File: config.mk
export PLATFORM = sky130hd
export DESIGN_NAME = pap_pht_write_scheduler
export DESIGN_NICKNAME = d
export VERILOG_FILES = /design/src/rtl/pap_pht_write_scheduler_pkg.sv /design/src/rtl/pap_pht_write_scheduler_queue.sv /design/src/rtl/pap_pht_write_scheduler.sv
export SDC_FILE = /design/constraint.sdc
export NUM_CORES = 1
export LEC_CHECK = 0
export CAP_MARGIN = 10
export CORE_UTILIZATION = 60
export CTS_BUF_LIST = sky130_fd_sc_hd__clkbuf_8
export CTS_CLUSTER_DIAMETER = 30
export DETAILED_ROUTE_END_ITERATION = 6
export DONT_BUFFER_PORTS = 1
export GPL_TIMING_DRIVEN = 0
export MAX_ROUTING_LAYER = met4
export PLACE_DENSITY = 0.79
export SYNTH_ARGS = -nofsm -noshare
export SYNTH_HDL_FRONTEND = slang
export SYNTH_SLANG_ARGS = --single-unit
File: constraint.sdc
create_clock -name clk -period 6.7 [get_ports clk]
set_input_delay 0 -clock clk [delete_from_list [all_inputs] [get_ports clk]]
set_output_delay 0 -clock clk [all_outputs]
set_load 0.1 [all_outputs]
File: src/rtl/pap_pht_write_scheduler_pkg.sv
// -----------------------------------------------------------------------------
// pap_pht_write_scheduler_pkg
//   Shared types and defaults for the PAp direction-predictor PHT write path.
//   - default table geometry and queue depth
//   - scheduler state encoding
//   - saturating 16-bit add used by the drop counter
// -----------------------------------------------------------------------------
package pap_pht_write_scheduler_pkg;

    localparam int PAP_PHT_ENTRY_NUM   = 1024;
    localparam int PAP_PHT_BANK_NUM    = 2;
    localparam int PAP_PHT_TRAIN_REQ   = 2;
    localparam int PAP_PHT_DATA_W      = 8;
    localparam int PAP_PHT_QUEUE_DEPTH = 4;

    typedef enum logic [1:0] {
        SCHED_INIT  = 2'd0,
        SCHED_RUN   = 2'd1,
        SCHED_DRAIN = 2'd2
    } pht_sched_state_e;

    // Saturates at 0xFFFF instead of wrapping.
    function automatic logic [15:0] sat_add16(input logic [15:0] a, input logic [15:0] b);
        logic [16:0] sum;
        sum = {1'b0, a} + {1'b0, b};
        return sum[16] ? 16'hFFFF : sum[15:0];
    endfunction

endpackage

File: src/rtl/pap_pht_write_scheduler_queue.sv
// -----------------------------------------------------------------------------
// pap_pht_write_queue
//   Coalescing, compacting pending-write queue. Slot 0 is always the oldest
//   entry. Each cycle the entries flagged in 'issue' leave, the survivors
//   compact toward slot 0 in age order, then the enqueue lanes are applied in
//   ascending order: a lane whose index matches a surviving entry (or a new
//   entry created by a lower lane this cycle) overwrites that entry's data,
//   otherwise it is appended at the tail.
//
// Ports
//   clk, rst_n   clock, asynchronous active-low reset
//   flush        drop every entry (wins over issue/enqueue)
//   issue        per-slot: entry is being written to its bank this cycle
//   enq          per-lane: lane lost arbitration and must be held
//   enq_index    per-lane PHT index
//   enq_data     per-lane entry value
//   valid        per-slot valid (compacted, slot 0 oldest)
//   index, data  per-slot payload
//   count        number of valid entries
// -----------------------------------------------------------------------------
module pap_pht_write_queue
    import pap_pht_write_scheduler_pkg::*;
#(
    parameter int IDX_W     = $clog2(PAP_PHT_ENTRY_NUM),
    parameter int DATA_W    = PAP_PHT_DATA_W,
    parameter int Q_DEPTH   = PAP_PHT_QUEUE_DEPTH,
    parameter int TRAIN_REQ = PAP_PHT_TRAIN_REQ,
    localparam int CNT_W    = $clog2(Q_DEPTH) + 1
) (
    input  logic                              clk,
    input  logic                              rst_n,
    input  logic                              flush,
    input  logic [Q_DEPTH-1:0]                issue,
    input  logic [TRAIN_REQ-1:0]              enq,
    input  logic [TRAIN_REQ-1:0][IDX_W-1:0]   enq_index,
    input  logic [TRAIN_REQ-1:0][DATA_W-1:0]  enq_data,
    output logic [Q_DEPTH-1:0]                valid,
    output logic [Q_DEPTH-1:0][IDX_W-1:0]     index,
    output logic [Q_DEPTH-1:0][DATA_W-1:0]    data,
    output logic [CNT_W-1:0]                  count
);

    logic [Q_DEPTH-1:0]             valid_n;
    logic [Q_DEPTH-1:0][IDX_W-1:0]  index_n;
    logic [Q_DEPTH-1:0][DATA_W-1:0] data_n;
    logic [CNT_W-1:0]               tail;
    logic                           hit;

    // NOTE: every signal written here gets a default first, so no path through
    // the loops can leave one unassigned and infer a latch.
    always_comb begin
        valid_n = '0;
        index_n = index;
        data_n  = data;
        tail    = '0;
        hit     = 1'b0;

        // Survivors compact toward slot 0, preserving age order.
        for (int i = 0; i < Q_DEPTH; i++) begin
            if (valid[i] && !issue[i]) begin
                for (int k = 0; k < Q_DEPTH; k++) begin
                    if (CNT_W'(k) == tail) begin
                        valid_n[k] = 1'b1;
                        index_n[k] = index[i];
                        data_n[k]  = data[i];
                    end
                end
                tail = tail + CNT_W'(1);
            end
        end

        // Lanes in ascending order; the search also sees entries created by
        // lower lanes, so a higher lane coalesces into them and its value wins.
        for (int l = 0; l < TRAIN_REQ; l++) begin
            if (enq[l]) begin
                hit = 1'b0;
                for (int k = 0; k < Q_DEPTH; k++) begin
                    if (valid_n[k] && index_n[k] == enq_index[l]) begin
                        data_n[k] = enq_data[l];
                        hit       = 1'b1;
                    end
                end
                if (!hit && tail < CNT_W'(Q_DEPTH)) begin
                    for (int k = 0; k < Q_DEPTH; k++) begin
                        if (CNT_W'(k) == tail) begin
                            valid_n[k] = 1'b1;
                            index_n[k] = enq_index[l];
                            data_n[k]  = enq_data[l];
                        end
                    end
                    tail = tail + CNT_W'(1);
                end
            end
        end

        if (flush) begin
            valid_n = '0;
            tail    = '0;
        end
    end

    // NOTE: state is updated with non-blocking assignments so every flop
    // samples the pre-edge values regardless of statement order.
    always_ff @(posedge clk or negedge rst_n) begin
        if (!rst_n) begin
            valid <= '0;
            count <= '0;
        end else begin
            valid <= valid_n;
            count <= tail;
        end
    end

    // NOTE: payload storage has no reset; a slot is only ever read while its
    // valid bit is set, so clearing the valid bits is enough.
    always_ff @(posedge clk) begin
        index <= index_n;
        data  <= data_n;
    end

endmodule

File: src/rtl/pap_pht_write_scheduler.sv
// -----------------------------------------------------------------------------
// pap_pht_write_scheduler
//   Owns the single write port of every PHT bank. After reset (or initStart)
//   it sweeps every row of every bank with INIT_VALUE; afterwards it arbitrates
//   training writes from the issue lanes, one winner per bank per cycle, with
//   pending queue entries (oldest first) ahead of new lanes (ascending).
//   Losing lanes are held in a coalescing queue. drainReq empties the queue
//   and acknowledges with a one-cycle drainDone pulse.
//
// Ports
//   clk, rst_n     clock, asynchronous active-low reset
//   initStart      restart the init sweep, flush the queue (overrides all)
//   trainValid     per-lane training write request
//   trainIndex     per-lane PHT index (bank = low BANK_W bits)
//   trainData      per-lane new entry value
//   trainReady     all lanes are accepted this cycle
//   drainReq       request that the pending queue be emptied
//   drainDone      one-cycle pulse: queue empty after a drain request
//   initBusy       init sweep in progress
//   wrEn           per-bank write enable (registered)
//   wrAddr         per-bank in-bank address = index >> BANK_W (registered)
//   wrData         per-bank write data (registered)
//   queueCount     valid pending-queue entries
//   dropCount      saturating count of lanes discarded while trainReady=0
// -----------------------------------------------------------------------------
module pap_pht_write_scheduler
    import pap_pht_write_scheduler_pkg::*;
#(
    parameter int ENTRY_NUM  = PAP_PHT_ENTRY_NUM,
    parameter int NUM_BANKS  = PAP_PHT_BANK_NUM,
    parameter int TRAIN_REQ  = PAP_PHT_TRAIN_REQ,
    parameter int DATA_W     = PAP_PHT_DATA_W,
    parameter int Q_DEPTH    = PAP_PHT_QUEUE_DEPTH,
    // Every 2-bit counter in the entry set to weakly taken (2'b10).
    parameter logic [DATA_W-1:0] INIT_VALUE = {(DATA_W/2){2'b10}},
    localparam int IDX_W     = $clog2(ENTRY_NUM),
    localparam int BANK_W    = $clog2(NUM_BANKS),
    localparam int ADDR_W    = IDX_W - BANK_W,
    localparam int CNT_W     = $clog2(Q_DEPTH) + 1
) (
    input  logic                               clk,
    input  logic                               rst_n,
    input  logic                               initStart,
    input  logic [TRAIN_REQ-1:0]               trainValid,
    input  logic [TRAIN_REQ-1:0][IDX_W-1:0]    trainIndex,
    input  logic [TRAIN_REQ-1:0][DATA_W-1:0]   trainData,
    output logic                               trainReady,
    input  logic                               drainReq,
    output logic                               drainDone,
    output logic                               initBusy,
    output logic [NUM_BANKS-1:0]               wrEn,
    output logic [NUM_BANKS-1:0][ADDR_W-1:0]   wrAddr,
    output logic [NUM_BANKS-1:0][DATA_W-1:0]   wrData,
    output logic [CNT_W-1:0]                   queueCount,
    output logic [15:0]                        dropCount
);

    localparam logic [ADDR_W-1:0] SWEEP_LAST = '1;
    // trainReady needs room for every lane: free slots >= TRAIN_REQ.
    localparam logic [CNT_W-1:0]  READY_MAX  = CNT_W'(Q_DEPTH - TRAIN_REQ);

    pht_sched_state_e state, state_n;
    logic [ADDR_W-1:0] sweep, sweep_n;

    logic [Q_DEPTH-1:0]              q_valid;
    logic [Q_DEPTH-1:0][IDX_W-1:0]   q_index;
    logic [Q_DEPTH-1:0][DATA_W-1:0]  q_data;
    logic [Q_DEPTH-1:0]              issue;

    logic [TRAIN_REQ-1:0] lane_acc;
    logic [TRAIN_REQ-1:0] lane_win;
    logic [TRAIN_REQ-1:0] enq;
    logic                 arb_en;

    logic [NUM_BANKS-1:0]              wr_en_n;
    logic [NUM_BANKS-1:0][ADDR_W-1:0]  wr_addr_n;
    logic [NUM_BANKS-1:0][DATA_W-1:0]  wr_data_n;
    logic [15:0]                       drop_inc;

    // Status outputs come from registered state only, except that initStart
    // masks drainDone in the cycle it is asserted.
    assign trainReady = (state == SCHED_RUN) && (queueCount <= READY_MAX);
    assign initBusy   = (state == SCHED_INIT);
    assign drainDone  = (state == SCHED_DRAIN) && (queueCount == '0) && !initStart;

    assign arb_en   = !initStart && (state != SCHED_INIT);
    assign lane_acc = (trainReady && !initStart) ? trainValid : '0;
    assign enq      = lane_acc & ~lane_win;
    assign drop_inc = trainReady ? 16'd0 : 16'($countones(trainValid));

    // ---------------------------------------------------------------- FSM
    always_comb begin
        state_n = state;
        sweep_n = sweep;
        if (initStart) begin
            state_n = SCHED_INIT;
            sweep_n = '0;
        end else begin
            case (state)
                SCHED_INIT: begin
                    sweep_n = sweep + ADDR_W'(1);
                    if (sweep == SWEEP_LAST) state_n = SCHED_RUN;
                end
                SCHED_RUN: begin
                    if (drainReq) state_n = SCHED_DRAIN;
                end
                SCHED_DRAIN: begin
                    if (queueCount == '0) state_n = SCHED_RUN;
                end
                default: begin
                    state_n = SCHED_INIT;
                    sweep_n = '0;
                end
            endcase
        end
    end

    // ------------------------------------------------ per-bank write select
    // Queue entries are scanned before the lanes, so a pending write always
    // reaches its bank ahead of any newer write to the same index.
    always_comb begin
        issue     = '0;
        lane_win  = '0;
        wr_en_n   = '0;
        wr_addr_n = wrAddr;
        wr_data_n = wrData;

        if (!initStart && state == SCHED_INIT) begin
            wr_en_n = '1;
            for (int b = 0; b < NUM_BANKS; b++) begin
                wr_addr_n[b] = sweep;
                wr_data_n[b] = INIT_VALUE;
            end
        end else if (arb_en) begin
            for (int b = 0; b < NUM_BANKS; b++) begin
                for (int i = 0; i < Q_DEPTH; i++) begin
                    if (!wr_en_n[b] && q_valid[i] &&
                        q_index[i][BANK_W-1:0] == BANK_W'(b)) begin
                        issue[i]     = 1'b1;
                        wr_en_n[b]   = 1'b1;
                        wr_addr_n[b] = q_index[i][IDX_W-1:BANK_W];
                        wr_data_n[b] = q_data[i];
                    end
                end
                for (int l = 0; l < TRAIN_REQ; l++) begin
                    if (!wr_en_n[b] && lane_acc[l] &&
                        trainIndex[l][BANK_W-1:0] == BANK_W'(b)) begin
                        lane_win[l]  = 1'b1;
                        wr_en_n[b]   = 1'b1;
                        wr_addr_n[b] = trainIndex[l][IDX_W-1:BANK_W];
                        wr_data_n[b] = trainData[l];
                    end
                end
            end
        end
    end

    // ---------------------------------------------------------- registers
    always_ff @(posedge clk or negedge rst_n) begin
        if (!rst_n) begin
            state     <= SCHED_INIT;
            sweep     <= '0;
            wrEn      <= '0;
            wrAddr    <= '0;
            wrData    <= '0;
            dropCount <= '0;
        end else begin
            state     <= state_n;
            sweep     <= sweep_n;
            wrEn      <= wr_en_n;
            wrAddr    <= wr_addr_n;
            wrData    <= wr_data_n;
            dropCount <= sat_add16(dropCount, drop_inc);
        end
    end

    // ------------------------------------------------------ pending queue
    pap_pht_write_queue #(
        .IDX_W     (IDX_W),
        .DATA_W    (DATA_W),
        .Q_DEPTH   (Q_DEPTH),
        .TRAIN_REQ (TRAIN_REQ)
    ) u_queue (
        .clk       (clk),
        .rst_n     (rst_n),
        .flush     (initStart),
        .issue     (issue),
        .enq       (enq),
        .enq_index (trainIndex),
        .enq_data  (trainData),
        .valid     (q_valid),
        .index     (q_index),
        .data      (q_data),
        .count     (queueCount)
    );

endmodule

* After elaboration in Yosys (flattened, before gate mapping) *
Index checks and enable logic that the tools add are counted.

storage, ports and cells
  word-level logic and storage cells = 336
  bits in writable memories = 0
  memories = 0
  memory bits (read-only) = 0
  output and inout bits = 58
  register bits after elaboration = 142
  bits in latches = 0
  input bits = 42

cells by class
  bitwise logic cells = 8
  order comparisons = 3
  $mul = 0
  div/mod/pow operators = 0
  mux-type cells = 195
  reduce and logical (&&, ||, !) cells = 74
  shift operators = 0
  equality and inequality tests = 30
  add/subtract/negate cells = 8

operator list
  kind                                                                   number
  8-bit 2-to-1 mux                                                       39
  40-bit 2-to-1 mux                                                      7
  32-bit 2-to-1 mux                                                      7
  10-bit 2-to-1 mux                                                      19
  9-bit 2-to-1 mux                                                       13
  10-bit equality test                                                   8
  1-bit 2-to-1 mux                                                       75
  16-bit 2-to-1 mux                                                      3
  1-bit logical AND                                                      42
  4-bit 2-to-1 mux                                                       10
  18-bit 2-to-1 mux                                                      2
  2-bit by 3-bit equality test with 1-bit output (first input constant)  8
  3-bit 2-to-1 mux                                                       8
  2-bit 2-to-1 mux                                                       10
  3-bit zero test                                                        6
  9-bit case mux with 2 select lines                                     1
  16-bit by 2-bit adder with 17-bit output                               1
  1-bit zero test                                                        17
  7-bit nonzero test                                                     2
  3-bit by 1-bit adder with 3-bit output (second input constant)         4
  1-bit by 3-bit equality test with 1-bit output (first input constant)  4
  9-bit by 1-bit adder with 9-bit output (second input constant)         1
  9-bit equality test (second input constant)                            1
  3-bit less-than comparator (second input constant)                     2
  19 further kinds                                                       28

* Logic depth before layout (Yosys ltp) *
  word-level depth = 57
  mapped depth = 32
  gate-level depth less buffers = 27

* By module *
Synthesis repeated with hierarchy kept, for this count alone.

unflattened totals
  cells, all modules = 1551
  area, all modules = 12503.2 sq um

modules (own cells, without submodules)
  module                   area an instance (sq um)  cells an instance  times used  sequential area each (sq um)
  pap_pht_write_queue      7788.7                    975                1           1616.6
  pap_pht_write_scheduler  4714.5                    576                1           1576.5

* Worst setup path after synthesis *
OpenSTA, ideal clock, no wires.

  path kind = reg2reg
  start = reg state[0]
  end = reg u_queue.index[21] (netlist bit)
  path slack = -451 ps
  period minus slack after synthesis = 7151 ps
  arrival = 7031 ps
  buffers on the path = 6
  data required time = 6579 ps
  setup time = 121 ps
  stages on the path, launching flop included = 28
  path through = dfrtp_1 -> inv_1 -> ha_1 -> buf_6 -> or2_1 -> buf_2 -> a221o_1 -> and2_1 -> inv_1 -> fa_1 -> inv_1 -> ha_1 -> o21ai_1 -> or3_1 -> buf_2 -> buf_2 -> o21ai_0 -> o2111ai_1 -> or4_1 -> buf_2 -> a32oi_1 -> a211oi_1 -> or4_4 -> nor4_4 -> nor3b_2 -> nand4_1 -> buf_4 -> mux2_2

RTL lines
  item                    line                                  RTL
  from (decl)             pap_pht_write_scheduler.sv:62         pht_sched_state_e state, state_n;
  from (signal assigned)  pap_pht_write_scheduler.sv:168        state <= state_n;
  to (signal assigned)    pap_pht_write_scheduler_queue.sv:117  index <= index_n;
  to (decl)               pap_pht_write_scheduler_queue.sv:38   output logic [Q_DEPTH-1:0][IDX_W-1:0] index,

==> reports/results.ini <==
[synthesis]
netlist_area_um2=12500
async_flop_share_pct=49.3
synthFlopType=dfxtp_1
syn_nets=1685
syn_avg_cell_area_um2=7.75
synth.yosys.seq_area_share_pct=25.5
syn_inst=1614
synth-edff-count=0
yosys_warnings=0
ys_ff_latch=142
synth_cell_types=83

[die]
die_h_um=146
start_util_pct=61.4
dieArea_um2=21400
die_w_um=146
ios=100
fp-row-count=52
core_um2=20400

[sta]
fmax_mhz=145
relSlewSlack_pct=15.3
finClkSkew_ns=0.0201
grt_setup_unrepaired=yes
period_needed_ns=6.88
setup_violations=48
finalMaxSlewViolations=0
setup_slack_ns=-0.175
holdWs_ns=0.00872
fin_setup_tns_ns=-3.61
hold_viol=0
tightest_slew_ns=1.26
post-route-period-util_pct=103

[detailed_routing]
drt-total-wl_um=53000
drcViolationCount=28
via_per_inst=6.99
wl_per_cell_um=26.2
drtIter0Drc=2160
final_antenna_net_count=0
drt_first_pass_iters=7
vias=14122

[clock_network]
cts_buffers=17
path_clk_slew_ns=0.10
root_buffer=clkbuf_8
numClockSinks=142
insertion_delay_ns=0.49
tritoncts=built
cts_buffer_depth=2
h-tree-depth=4

[global_routing]
gr-usage-met2_pct=72.2
grtUsageMet3_pct=15.8
antenna_found_initial=4
grt_busiest_layer=met2
grt_usage_pct=49.6
grt_pass1_wl_um=78000
overflow=0
use_met1_pct=63.9
grt_max_degree=71
grt_pass1_vias=12971

[placement]
dp_hpwl_um=37700
portBuffers=0
placed_cell_area_um2=12900
globalplace.congestion=1.05

[min_path]
worstHoldStart=trainValid[1]
hold_path_end=dropCount[0]
holdPathStages=4
hold_path_class=in2reg

[worst_setup_path]
r2r_end=u_queue.index[4]
cp.arrival_ns=7.24
crit_required_ns=7.07
critPathKind=reg2reg
cp_max_fo=7
r2r_setup_slack_ns=-0.18
max_stage_delay_ns=0.65
slowest_stage=or4_4
start_kind=flop
r2r-start=state[0]
rr_worst_depth=28
end_kind=flop

[cells_and_area]
n_fill_cell=1535
final_nets=1805
final_common_cell=nor2_1
syn2layout_area_growth_pct=21.0
layout_common_cells=185 x nor2_1, 140 x nand2_1, 135 x a21oi_1
final_layout_size_suffix_gt1_share_pct=17.9
stdcell_area_um2=15100

[pwr]
total_power_mw=4.24
ir_drop_v=0.000185
p_per_area_nw_per_um2=280
p_leak_nw=6.38

[run]
max_cap_viol_count=0

[run_status]
violations=DRC, setup timing
status=complete, but fails checks

==> registers in the layout, summed over array words and instances, names as in the netlist <==
| signal | cells |
|---|---|
| dropCount | 16 |
| state | 2 |
| sweep | 9 |
| u_queue.count | 3 |
| u_queue.data | 32 |
| u_queue.index | 40 |
| u_queue.valid | 4 |
| wrAddr | 18 |
| wrData | 16 |
| wrEn | 2 |
==> kinds of logic (layout without fill, tap and decap cells) <==
kind of cell,after synthesis,count (layout),synth area share (%)
adder cells (fa/ha/maj),29,29,3.02
flip-flops,142,142,25.5
other,0,4,0
XOR/XNOR,65,65,4.55
multiplexers,202,202,16.8
AND/OR/NAND/NOR,517,517,19.5
AO/OA/AOI/OAI,458,458,24.0
buffers and inverters,201,334,6.59
==> worst max path at each step <==
stage	start	endpoint	slack [ns]
6_report	state[0]	u_queue.index[4]	-0.18
5_1_grt	state[0]	u_queue.index[4]	-0.26
4_1_cts	state[1]	u_queue.index[4]	-0.0003
3_5_place_dp	state[0]	u_queue.count[2]	-1.81
3_3_place_gp	state[0]	u_queue.count[2]	-1.80
2_1_floorplan	state[0]	u_queue.index[21]	0.003
==> synth_stat cells (all sizes together) (16+ instances only) <==
cell	n	area [um2]
clkbuf	112	420
ha	27	338
dfxtp	72	1440
nor4	19	134
mux2i	138	1380
a211o	19	166
a31oi	27	199
xnor2	49	429
a211oi	65	488
a21oi	141	706
buf	37	209
o21ai	95	479
mux2	64	721
nand2	142	533
xor2	16	140
inv	46	173
dfrtp	70	1750
nor2	187	702
nand3	31	160
nand4	31	194
nor3	20	110
o211ai	22	165
==> per-stage QoR <==
| stage | utilization [%] | setup slack, ns | instances |
|---|---|---|---|
| global placement | 63.1 | -1.80 | 1884 |
| global route | 74.3 | -0.256 | 2020 |
| floorplan | - | 0.00308 | 1614 |
| finish | 74.3 | -0.175 | 2021 |
| CTS | 71.0 | -0.000322 | 1987 |
| detailed placement | 63.2 | -1.81 | 1885 |
==> power by group <==
| group | leakage [nW] | internal, mW | switching [mW] |
|---|---|---|---|
| sequential | 1.48 | 1.01 | 0.849 |
| combinational | 4.70 | 0.686 | 0.950 |
| clock | 0.199 | 0.313 | 0.431 |
| total | 6.38 | 2.01 | 2.23 |
==> metal layers <==
| metal | wire length, um | vias up | part of all wire, % |
|---|---|---|---|
| li1 | - | 6118 | - |
| met1 | 20100 | 6607 | 38 |
| met2 | 22400 | 1182 | 42 |
| met3 | 8000 | 215 | 15 |
| met4 | 2490 | 0 | 4.7 |
| met5 | 0 | - | 0 |
==> worst max-delay path: cells and delay by family (launching register included) <==
kind	cells	cell delay, ns
AO/OA/AOI/OAI	3	0.62
buffers and inverters	9	1.22
adder cells (fa/ha/maj)	3	0.89
AND/OR/NAND/NOR	8	2.22
flip-flops	1	0.40
multiplexers	3	0.82
XOR/XNOR	2	0.57
==> final cells by class <==
type                    count  area (um2)  area share, %
diodes                      4        10.0         0.0661
plain buffers             140         731           4.83
clock buffers              17         234           1.55
clock inverters            15         168           1.11
inverters                  52         198           1.31
multi-input cells        1271        9200           60.8
flip-flops and latches    142        3190           21.1
well taps                 270         338           2.23
repair buffers            110        1070           7.04
==> repair_timing <==
action / CTS / global route
gates resized for setup: 112 / 94
gates cloned: 2 / 2
endpoints found under the setup margin: 79 / 79
buffers inserted: 53 / 36
pin swaps: 31 / 34
hold buffers: 22 / 0
endpoints found under the hold margin: 131 / 0
(Power assumes the default switching activity.)
